`src/rtl/stopwatch_ctrl.sv`:
```
// Stopwatch control FSM: edge-detected start/stop/clear commands, run limit and command lockout.
// Optional lap capture is compiled in with STOPWATCH_LAP_EN.
module stopwatch_ctrl #(
  parameter int unsigned RUN_LIMIT = 1000,
  parameter int unsigned HOLDOFF   = 3
) (
  input  logic        clk,
  input  logic        reset,
  input  logic        start,
  input  logic        stop,
  input  logic        clear,
`ifdef STOPWATCH_LAP_EN
  input  logic        lap,
  output logic        lap_strobe,
  output logic [15:0] lap_val,
`endif
  output logic        en,
  output logic        rst,
  output logic        done,
  output logic [2:0]  state,
  output logic [15:0] run_cnt
);

  typedef enum logic [2:0] {
    StClr   = 3'd0,
    StIdle  = 3'd1,
    StRun   = 3'd2,
    StPause = 3'd3,
    StDone  = 3'd4
  } state_e;

  localparam logic [15:0] Limit    = 16'(RUN_LIMIT);
  localparam logic [15:0] LimitM1  = 16'(RUN_LIMIT - 1);
  localparam logic [15:0] HoldLoad = 16'(HOLDOFF);

  state_e      state_q, state_d;
  logic [15:0] cnt_q, cnt_d;
  logic [15:0] hold_q, hold_d;
  logic        start_q, stop_q, clear_q;
  logic        start_edge, stop_edge, clear_edge, hold_free;

  assign start_edge = start & ~start_q;
  assign stop_edge  = stop & ~stop_q;
  assign clear_edge = clear & ~clear_q;
  assign hold_free  = (hold_q == 16'd0);

  always_comb begin
    state_d = state_q;
    cnt_d   = cnt_q;
    hold_d  = hold_q;
    if (state_q == StRun && cnt_q != Limit) begin
      cnt_d = cnt_q + 16'd1;
    end
    if (!hold_free) begin
      hold_d = hold_q - 16'd1;
    end
    // Priority: clear > limit > stop > start.
    if (clear_edge) begin
      state_d = StClr;
      cnt_d   = 16'd0;
      hold_d  = 16'd0;
    end else if (state_q == StRun && cnt_q == LimitM1) begin
      state_d = StDone;
    end else begin
      case (state_q)
        StClr:   state_d = StIdle;
        StIdle, StPause: begin
          if (start_edge && hold_free) begin
            state_d = StRun;
            hold_d  = HoldLoad;
          end
        end
        StRun: begin
          if (stop_edge && hold_free) begin
            state_d = StPause;
            hold_d  = HoldLoad;
          end
        end
        StDone:  state_d = StDone;
        default: state_d = StClr;
      endcase
    end
  end

  always_ff @(posedge clk) begin
    if (reset) begin
      state_q <= StClr;
      cnt_q   <= 16'd0;
      hold_q  <= 16'd0;
      start_q <= start;
      stop_q  <= stop;
      clear_q <= clear;
    end else begin
      state_q <= state_d;
      cnt_q   <= cnt_d;
      hold_q  <= hold_d;
      start_q <= start;
      stop_q  <= stop;
      clear_q <= clear;
    end
  end

  always_comb begin
    en      = 1'b0;
    rst     = 1'b0;
    done    = 1'b0;
    state   = state_q;
    run_cnt = cnt_q;
    case (state_q)
      StClr:   rst  = 1'b1;
      StRun:   en   = 1'b1;
      StDone:  done = 1'b1;
      default: ;
    endcase
  end

`ifdef STOPWATCH_LAP_EN
  logic        lap_q, lap_edge;
  logic        lap_strobe_q, lap_strobe_d;
  logic [15:0] lap_val_q, lap_val_d;

  assign lap_edge = lap & ~lap_q;

  // Laps bypass the holdoff lockout and never load it.
  always_comb begin
    lap_strobe_d = 1'b0;
    lap_val_d    = lap_val_q;
    if (clear_edge) begin
      lap_val_d = 16'd0;
    end else if (lap_edge && state_q == StRun) begin
      lap_val_d    = cnt_q;
      lap_strobe_d = 1'b1;
    end
  end

  always_ff @(posedge clk) begin
    if (reset) begin
      lap_q        <= lap;
      lap_strobe_q <= 1'b0;
      lap_val_q    <= 16'd0;
    end else begin
      lap_q        <= lap;
      lap_strobe_q <= lap_strobe_d;
      lap_val_q    <= lap_val_d;
    end
  end

  assign lap_strobe = lap_strobe_q;
  assign lap_val    = lap_val_q;
`endif

endmodule

```
`config.mk`:
```
export PLATFORM = sky130hd
export DESIGN_NAME = stopwatch_ctrl
export DESIGN_NICKNAME = d
export VERILOG_FILES = /design/src/rtl/stopwatch_ctrl.sv
export SDC_FILE = /design/constraint.sdc
export NUM_CORES = 1
export LEC_CHECK = 0
export BUFFER_PORTS_ARGS = -buffer_cell sky130_fd_sc_hd__buf_4
export CAP_MARGIN = 0
export CORE_ASPECT_RATIO = 1.75
export CORE_MARGIN = 5
export CORE_UTILIZATION = 55
export CTS_CLUSTER_SIZE = 16
export DETAILED_ROUTE_END_ITERATION = 8
export GPL_TIMING_DRIVEN = 1
export PLACE_DENSITY = 0.87
export SLEW_MARGIN = 20
export SYNTH_ARGS = -nofsm -noshare
export SYNTH_HDL_FRONTEND = slang
export SYNTH_SLANG_ARGS = --single-unit
```
`constraint.sdc`:
```
create_clock -name clk -period 4.44 [get_ports clk]
set_input_delay 0.666 -clock clk [delete_from_list [all_inputs] [get_ports clk]]
set_output_delay 0.666 -clock clk [all_outputs]
set_load 0.1 [all_outputs]
```
==> impl_metrics.toml <==
[clock_tree]
clk_latency_ns = 0.29
post_cts_resized = 0
postCtsSetupRepairBufs = 0
clk_pin_slew_ns = 0.08
root_buffer = "clkbuf_8"
ctsHoldBuffers = 0
cts_tree = "yes"
cts_num_sinks = 38
numCtsBuffers = 5
clock_path_buffers = 2
h-tree-depth = 2

[detailed_routing]
drt-total-wl_um = 3957
drtPass1Iterations = 4
first_iter_violations = 28
wl_per_cell_um = 13.69
antenna_left = 0
vias = 1608
drc = 0
vias_per_cell = 5.564

[yosys]
yosysTopAreaCellShare_pct = 41.25
synth_area_um2 = 1844
synth_area_leaders = "dfxtp_1 41%, nor2_1 8.1%, xnor2_1 8.1%"
synth_edf_count = 0
netlist-cell-type-count = 46
ys_warn_count = 0
async_flop_share_pct = 0
yosysSeqAreaShare_pct = 41.25
syn_nets = 223
synth_seq_cells = 38
syn_avg_cell_area_um2 = 8.618
synth_cells = 214
synth.largest_area_cell = "dfxtp_1"
synthFlopType = "dfxtp_1"

[timing]
rsz0062_at_grt = "no"
setup_slack_ns = 1.931
setup_violations = 0
relSlewSlack_pct = 53.37
finalSetupTns_ns = 0
timing.final.hold_violations = 0
hold_slack_ns = 0.4828
maxSlewViolCount = 0
worst_slew_pin_slew_ns = 0.6994
fmax_mhz = 398.5
fin_crit_sh_pct = 56.52
finClkSkew_ns = 0.006017
period_needed_ns = 2.509

[layout]
fin_util_pct = 65.04
design_area_um2 = 2165
final_common_cell = "nor2_1"
n_antenna_cell = 0
seqCellArea_um2 = 760.7
syn2layout_area_growth_pct = 17.37
multiInputGateArea_um2 = 1012
fillCellCount = 298
final_cell_mix = "40 x nor2_1, 38 x dfxtp_1, 26 x buf_4, 17 x xnor2_1, 14 x nor3_1"
drive_gt1_share_pct = 18.85
fin_nets = 252

[pwr]
power_density_nw_per_um2 = 659.6
power_frac_comb_pct = 49.8
seqPwrFrac_pct = 33.1
swShare_pct = 41.79
p_clk_share_pct = 17.1
vdd_drop_max_mv = 0.3912
intPower_uw = 831.1
p_sw_uw = 596.7
leakagePower_uw = 0.0008191

[worst_setup_path]
cp-start-kind = "flip-flop"
cp.required_ns = 4.61
rr_startpoint = "hold_q[0]"
critPathLaunch = "hold_q[0]"
crit_arrival_ns = 2.68
criticalPathCategory = "reg -> reg"
crit_path_end_kind = "flip-flop"
cp_max_fo = 14

[grt]
antenna_found_initial = 0
grt_pass1_vias = 1583
grt-ovfl-total = 0
grt_max_degree = 23
track_usage_pct = 19.58
grt_pass1_wl_um = 6803

[status]
outcome = "complete, no violations"

[floorplan]
pin_count = 27
rows = 28
die_area_um2 = 4657
start_util_pct = 55.41
die_y_um = 86.61
die_w_um = 53.78
fp.coreArea_um2 = 3328

[hold_path]
min-delay-start = "clear"
hold_class = "in -> reg"

[placed_design]
hpwl_um = 2981
place_area_um2 = 2069
pre_cts_ws_ns = 1.949
place_congestion = 0.8465
port_buffers = 26

[run]
cap_violations = 0
## final cells by class
| type | count | share of cell area (%) |
|---|---|---|
| multi-input cells | 160 | 46.76 |
| clock inverters | 2 | 0.5780 |
| repair buffers | 26 | 9.017 |
| inverters | 12 | 2.081 |
| flip-flops and latches | 38 | 35.14 |
| clock buffers | 6 | 3.815 |
| well taps | 45 | 2.601 |
## worst max-delay path, cell delays in order, from the launching register on
cell     delay, ns
dfxtp_1       0.35
inv_1         0.09
ha_1          0.14
or4b_4        0.49
nor4_4        0.51
a311o_1       0.36
a31o_2        0.36
nor2_1        0.09
## sequential cells by signal (all words and copies together), names as in the netlist
signal,flops
start_q,1
clear_q,1
state,3
stop_q,1
hold_q,16
run_cnt,16
## power groups by stage
| stage | clock network (uW) | logic (uW) | registers (uW) |
|---|---|---|---|
| 2_1_floorplan | 0 | 607 | 484 |
| 3_3_place_gp | 0 | 691 | 477 |
| 3_5_place_dp | 0 | 708 | 480 |
| 4_1_cts | 251 | 715 | 472 |
| 5_1_grt | 269 | 799 | 485 |
| 6_report | 244 | 710 | 473 |
## stage by stage
stage | total power [uW] | std cells
2_1_floorplan | 1091 | 214
3_3_place_gp | 1168 | 281
3_5_place_dp | 1188 | 281
4_1_cts | 1439 | 289
5_1_grt | 1552 | 289
6_report | 1428 | 289
## cell families (layout without fill, tap and decap cells)
group,count (synthesis),after routing,share of synthesized area [%]
simple gates,103,103,30.26
buf+inv,16,46,3.867
fa+ha+maj,4,4,2.714
compound gates,31,31,11.33
xor+xnor,20,20,9.498
mux,2,2,1.086
flops,38,38,41.25
## routing by layer
metal,GRT usage [%],vias to the layer above,part of all wire [%]
li1,-,799,-
met1,19.65,768,37
met2,35.32,34,57
met3,4.819,7,4.0
met4,9.767,0,2.0
met5,0,-,0
## final timing paths
kind	cells past startpoint	slack, ns	end
worst max-delay path	7	1.93	hold_q[3]
worst min-delay path	1	0.48	clear_q
worst max register to register	7	1.93	hold_q[3]
worst min register to register	2	0.53	run_cnt[10]
## Yosys cell counts, types with 2 or more instances
cell / number
nor3_1: 14
o31a_1: 3
nand3b_1: 2
dfxtp_1: 38
and2_1: 3
mux2i_1: 2
inv_1: 12
xnor2_1: 17
a211oi_1: 2
xor2_1: 3
nand3_1: 8
nand2_1: 8
nand4_1: 2
nor2_1: 40
clkbuf_1: 2
a31oi_1: 2
nand2b_1: 2
a21oi_1: 10
nor4_1: 4
or3_1: 6
o21ai_0: 5
a31o_2: 2
ha_1: 4
No activity file was read; power rests on OpenSTA's default activity.
